--- src/rtl/bytebasher_pkg.sv ---
// Shared types and constants for the sensor-to-score datapath.
package bytebasher_pkg;

    localparam int BOX_W = 3;
    localparam logic [BOX_W-1:0] NO_BOX = 3'b000;

    localparam int CLK_HZ = 50_000_000;
    localparam int DEF_DEBOUNCE_CYCLES = CLK_HZ / 100;  // 10 ms
    localparam int DEF_LOCKOUT_CYCLES  = CLK_HZ / 2;    // 0.5 s

    typedef enum logic [2:0] {
        IDLE,
        ARMED,
        REPORT,
        LOCKOUT,
        RELEASE
    } qual_state_t;

    function automatic logic is_box(input logic [BOX_W-1:0] addr);
        return addr != NO_BOX;
    endfunction

endpackage

--- src/rtl/sensor_debouncer.sv ---
// Two-flop synchroniser on the raw sensor bus followed by a hold-time debouncer.
module sensor_debouncer
    import bytebasher_pkg::*;
#(
    parameter int DEBOUNCE_CYCLES = DEF_DEBOUNCE_CYCLES
) (
    input  logic             CLOCK_50,
    input  logic             resetn,
    input  logic [BOX_W-1:0] raw,
    output logic [BOX_W-1:0] stable
);

    localparam int CNT_W = $clog2(DEBOUNCE_CYCLES);
    localparam logic [CNT_W-1:0] CNT_MAX = CNT_W'(DEBOUNCE_CYCLES - 1);

    logic [BOX_W-1:0] r_sync1;
    logic [BOX_W-1:0] r_sync2;
    logic [BOX_W-1:0] r_cand;
    logic [BOX_W-1:0] r_stable;
    logic [CNT_W-1:0] r_cnt;

    always_ff @(posedge CLOCK_50 or negedge resetn) begin
        if (!resetn) begin
            r_sync1  <= NO_BOX;
            r_sync2  <= NO_BOX;
            r_cand   <= NO_BOX;
            r_stable <= NO_BOX;
            r_cnt    <= '0;
        end else begin
            r_sync1 <= raw;
            r_sync2 <= r_sync1;
            // Any change restarts the hold count; the counter saturates once settled.
            if (r_sync2 != r_cand) begin
                r_cand <= r_sync2;
                r_cnt  <= '0;
            end else if (r_cnt < CNT_MAX) begin
                r_cnt <= r_cnt + 1'b1;
            end else begin
                r_stable <= r_cand;
            end
        end
    end

    assign stable = r_stable;

endmodule

--- src/rtl/sensor_hit_qualifier.sv ---
// Turns debounced sensor strikes into single-cycle hit/miss events with a
// post-event lockout and a mandatory mallet-lift between events.
//
//   state   | meaning
//   IDLE    | game stopped, or waiting for the bus to read NO_BOX
//   ARMED   | ready; next settled non-zero address is an event
//   REPORT  | one cycle; hit/miss pulse is registered from here
//   LOCKOUT | ignore the bus for LOCKOUT_CYCLES
//   RELEASE | wait for the mallet to be lifted (stable = NO_BOX)
module sensor_hit_qualifier
    import bytebasher_pkg::*;
#(
    parameter int DEBOUNCE_CYCLES = DEF_DEBOUNCE_CYCLES,
    parameter int LOCKOUT_CYCLES  = DEF_LOCKOUT_CYCLES
) (
    input  logic             CLOCK_50,
    input  logic             resetn,
    input  logic             enable,
    input  logic [BOX_W-1:0] sensor_raw,
    input  logic [BOX_W-1:0] target,
    output logic             hit_pulse,
    output logic             miss_pulse,
    output logic [BOX_W-1:0] hit_box,
    output logic             busy
);

    localparam int LCNT_W = $clog2(LOCKOUT_CYCLES);
    localparam logic [LCNT_W-1:0] LCNT_MAX = LCNT_W'(LOCKOUT_CYCLES - 1);

    logic [BOX_W-1:0]  w_stable;
    qual_state_t       r_state;
    qual_state_t       w_next;
    logic              w_capture;
    logic [LCNT_W-1:0] r_lcnt;
    logic              r_hit;
    logic [BOX_W-1:0]  r_hit_box;
    logic              r_hit_pulse;
    logic              r_miss_pulse;
    logic              r_busy;

    sensor_debouncer #(
        .DEBOUNCE_CYCLES(DEBOUNCE_CYCLES)
    ) u_debouncer (
        .CLOCK_50(CLOCK_50),
        .resetn  (resetn),
        .raw     (sensor_raw),
        .stable  (w_stable)
    );

    always_comb begin
        w_next    = r_state;
        w_capture = 1'b0;
        unique case (r_state)
            IDLE:    if (!is_box(w_stable)) w_next = ARMED;
            ARMED: begin
                if (is_box(w_stable)) begin
                    w_next    = REPORT;
                    w_capture = 1'b1;
                end
            end
            REPORT:  w_next = LOCKOUT;
            LOCKOUT: if (r_lcnt == LCNT_MAX) w_next = RELEASE;
            RELEASE: if (!is_box(w_stable)) w_next = ARMED;
            default: w_next = IDLE;
        endcase
        if (!enable) begin
            w_next    = IDLE;
            w_capture = 1'b0;
        end
    end

    always_ff @(posedge CLOCK_50 or negedge resetn) begin
        if (!resetn) begin
            r_state      <= IDLE;
            r_lcnt       <= '0;
            r_hit        <= 1'b0;
            r_hit_box    <= NO_BOX;
            r_hit_pulse  <= 1'b0;
            r_miss_pulse <= 1'b0;
            r_busy       <= 1'b0;
        end else begin
            r_state <= w_next;
            if (w_capture) begin
                r_hit_box <= w_stable;
                r_hit     <= (w_stable == target) && is_box(target);
            end
            r_lcnt <= (r_state == LOCKOUT) ? r_lcnt + 1'b1 : '0;
            // Gating with enable drops a REPORT that is being aborted.
            r_hit_pulse  <= (r_state == REPORT) && enable && r_hit;
            r_miss_pulse <= (r_state == REPORT) && enable && !r_hit;
            r_busy       <= (r_state == REPORT) || (r_state == LOCKOUT) || (r_state == RELEASE);
        end
    end

    assign hit_pulse  = r_hit_pulse;
    assign miss_pulse = r_miss_pulse;
    assign hit_box    = r_hit_box;
    assign busy       = r_busy;

endmodule

--- config.mk ---
export PLATFORM = sky130hd
export DESIGN_NAME = sensor_hit_qualifier
export DESIGN_NICKNAME = d
export VERILOG_FILES = /design/src/rtl/bytebasher_pkg.sv /design/src/rtl/sensor_debouncer.sv /design/src/rtl/sensor_hit_qualifier.sv
export SDC_FILE = /design/constraint.sdc
export NUM_CORES = 1
export LEC_CHECK = 0
export ABC_AREA = 1
export BUFFER_PORTS_ARGS = -buffer_cell sky130_fd_sc_hd__buf_2
export CAP_MARGIN = 15
export CORE_MARGIN = 1
export CORE_UTILIZATION = 40
export CTS_CLUSTER_SIZE = 24
export DETAILED_ROUTE_END_ITERATION = 7
export GPL_TIMING_DRIVEN = 0
export HOLD_SLACK_MARGIN = 0.12
export PLACE_DENSITY = 0.57
export SLEW_MARGIN = 20
export SYNTH_ARGS = -nofsm -noshare
export SYNTH_HDL_FRONTEND = slang
export SYNTH_HIERARCHICAL = 1
export SYNTH_SLANG_ARGS = --single-unit
export TNS_END_PERCENT = 50
--- constraint.sdc ---
create_clock -name CLOCK_50 -period 2.1 [get_ports CLOCK_50]
set_input_delay 0.21 -clock CLOCK_50 [delete_from_list [all_inputs] [get_ports CLOCK_50]]
set_output_delay 0.21 -clock CLOCK_50 [all_outputs]
set_load 0.005 [all_outputs]
==> results by group <==
Global route
  • First-pass GRT wire length: 14,100 um
  • GRT Residual Overflow: 0
  • Largest net degree at the start of global routing: 36
  • Total global routing track utilization: 18.5%
  • Initial antenna violation count: 0
  • Number of global-route vias before repair: 3,023

Synthesis
  • Syn avg cell area: 7.31 um2
  • Synth Warn #: 6
  • Cell Area, Synth: 3710 um2
  • Register area share after synthesis: 44.6%
  • Unique masters post-synth: 29
  • Synthesized flop and latch total: 66
  • Synth Instances: 507
  • Syn_nets: 518

Timing
  • Post-route setup slack: 0.380 ns
  • Final Slew Violations: 0
  • Fin. Hold Viols: 0
  • RSZ-0062 raised after global routing: no
  • Relative slew slack: 65.2%
  • Final setup violation count: 0
  • Clock period minus worst slack: 1.72 ns
  • Clock skew: 0.0120 ns
  • Setup TNS: 0 ns
  • Max frequency: 581 MHz
  • Part of the cycle the worst path needs: 81.9%
  • Worst-margin pin slew: 0.522 ns

Finish
  • Synth-to-layout area growth: 13.1%
  • Most common cell after layout, fill and taps aside: nand2_1
  • Share of layout cells above drive strength 1: 12.4%
  • Most frequent cells in the layout: nand2_1, nor2_1, dfrtp_1, inv_1, nand3_1
  • Layout Nets: 548
  • Sequential Area: 1650 um2
  • Filler cell count: 886
  • Ant diodes: 0
  • Area of the multi-input gates: 1770 um2

Clock tree
  • Clk sinks: 66
  • CTS resizes: 0
  • TritonCTS buffer count: 9
  • Clock root cell: clkbuf_8
  • Setup repair bufs after CTS: 0
  • Clock-pin slew on the worst setup and hold paths: 0.08 ns
  • Number of H-tree levels: 3
  • Hold buffer count at cts: 4
  • Max clock buf depth: 2
  • CTS tree: done
  • Clk Latency, worst-skew pair: 0.34 ns

Status
  • Outcome: completed

Placed design
  • DP HPWL: 5960 um
  • Pre-CTS setup slack: 0.376 ns
  • GP Congestion: 0.892
  • Port Buffers: 14

Power
  • Max VDD drop: 0.255 mV
  • Power per Cell Area: 674 nW/um2
  • Leakage power: 1.95 nW

Run
  • Max-capacitance violation count: 0

Die
  • Rows: 34
  • Die X-Extent: 98.3 um
  • Top Ports: 15
  • Die Y: 98.3 um
  • Initial Utilization: 41.9%
  • Core Area: 8850 um2
  • DIE AREA: 9650 um2

Drt
  • Pre-antenna DRT Iters: 6
  • Post-route DRC: 0
  • Vias per inst: 4.86
  • Wire per inst: 12.4 um
  • Drt initial violations: 139
  • Vias: 3,157
  • Detailed Route WL: 8070 um
  • Antenna viol nets, final: 0

Setup path
  • Worst EP arrival: 2.00 ns
  • Worst path most repeated cell: nand2_1
  • Worst Path Max Fanout: 10
  • Critical Path, Cell by Cell: xnor2_1 -> nand2_1 -> nor2_4 -> clkbuf_1 -> nand3_1 -> nand2_1
  • Crit end category: register
  • Worst setup SP type: register
  • Critical path class: register to register
  • Slowest CP cell: dfrtp_1
  • Worst R2R Path Depth: 6
  • Max stage delay on crit path: 0.41 ns
  • Worst EP required: 2.38 ns

Hold path
  • Min-delay worst type: primary input to register
  • Hold depth: 3
==> critical path: cells and delay by family (launching register included) <==
kind | cells | cell delay [ns]
xor gates and xnor gates | 1 | 0.17
DFF | 1 | 0.41
buffers and inverters | 1 | 0.41
and+or+nand+nor | 4 | 0.66
==> power by group <==
group          switching (mW)  leakage [nW]  internal (mW)
combinational           0.186         0.949         0.0971
clock                   0.533         0.105          0.666
sequential             0.0319         0.893           1.31
==> per-stage QoR <==
step	cells	total power [mW]	hold WS [ns]	instance area, um2	utilization [%]
6_report	650	2.82	0.231	4190	47.4
5_1_grt	650	2.97	0.276	4190	47.4
4_1_cts	650	2.87	0.221	4190	47.4
3_5_place_dp	630	1.65	0.183	3930	44.5
3_3_place_gp	629	1.64	0.319	3910	44.2
2_1_floorplan	507	1.55	-0.0856	3710	-
==> metal layers <==
metal | wire, um | GRT usage [%]
met1 | 3910 | 24.0
met2 | 3880 | 31.3
met3 | 159 | 2.58
met4 | 112 | 6.89
met5 | 0 | 0
==> kinds of logic (layout without fill, tap and decap cells) <==
kind of cell             Yosys count  in the layout  share of synthesized area [%]
AO/OA/AOI/OAI                     36             36                           5.06
XOR/XNOR                          13             13                           3.07
adder cells (fa/ha/maj)            2              2                          0.675
buffers and inverters             70            105                           7.70
flip-flops                        66             66                           44.6
AND/OR/NAND/NOR                  320            320                           38.9
==> sequential cells by signal, summed over array words and instances (netlist names) <==
signal               count
busy                     1
hit_box                  3
hit_pulse                1
miss_pulse               1
r_hit                    1
r_lcnt                  25
r_state                  3
u_debouncer/r_cand       3
u_debouncer/r_cnt       19
u_debouncer/r_sync1      3
u_debouncer/r_sync2      3
u_debouncer/stable       3
==> synth_stat cells <==
library cell | instances | area share (%)
and2_1 | 1 | 0.17
nand2_2 | 10 | 1.7
or2_2 | 2 | 0.34
nand2_1 | 141 | 14
nand2_8 | 1 | 0.54
o21ai_1 | 8 | 1.1
xnor2_1 | 1 | 0.24
buf_6 | 3 | 0.91
xor2_1 | 12 | 2.8
inv_2 | 5 | 0.51
dfrtp_1 | 66 | 45
nor3_1 | 3 | 0.41
o211ai_1 | 1 | 0.20
clkbuf_1 | 9 | 0.91
nand3_2 | 1 | 0.27
nor2_1 | 83 | 8.4
nor2_2 | 6 | 1.0
o21bai_1 | 1 | 0.20
o21ai_0 | 13 | 1.8
nand4_2 | 1 | 0.34
a21oi_1 | 12 | 1.6
nand2_4 | 2 | 0.61
inv_1 | 53 | 5.4
nor2_4 | 4 | 1.2
nand4_1 | 17 | 2.9
ha_1 | 2 | 0.68
nand3_1 | 47 | 6.3
a21boi_1 | 1 | 0.20
nor3_4 | 1 | 0.44
==> layout make-up <==
| type | count | area share [%] |
|---|---|---|
| timing repair buffer | 19 | 3.16 |
| inverter | 58 | 5.19 |
| tap | 108 | 3.22 |
| multi-input combinational | 371 | 42.2 |
| buffer | 12 | 1.61 |
| clock buffer | 9 | 2.96 |
| clock inverter | 7 | 2.24 |
| sequential | 66 | 39.4 |
==> path summary, 6_finish.rpt <==
path / startpoint / to / slack [ns]
worst min register to register: u_debouncer/r_sync1[2] / u_debouncer/r_sync2[2] / 0.35
worst min-delay path: enable / hit_pulse / 0.23
worst max register to register: u_debouncer/r_cand[1] / u_debouncer/stable[0] / 0.38
worst max-delay path: u_debouncer/r_cand[1] / u_debouncer/stable[0] / 0.38
min in group asynchronous: resetn / u_debouncer/r_cnt[11] / 0.34
max in group asynchronous: resetn / u_debouncer/r_sync2[1] / 1.23
Note: power is estimated with default switching activity, not from simulation.
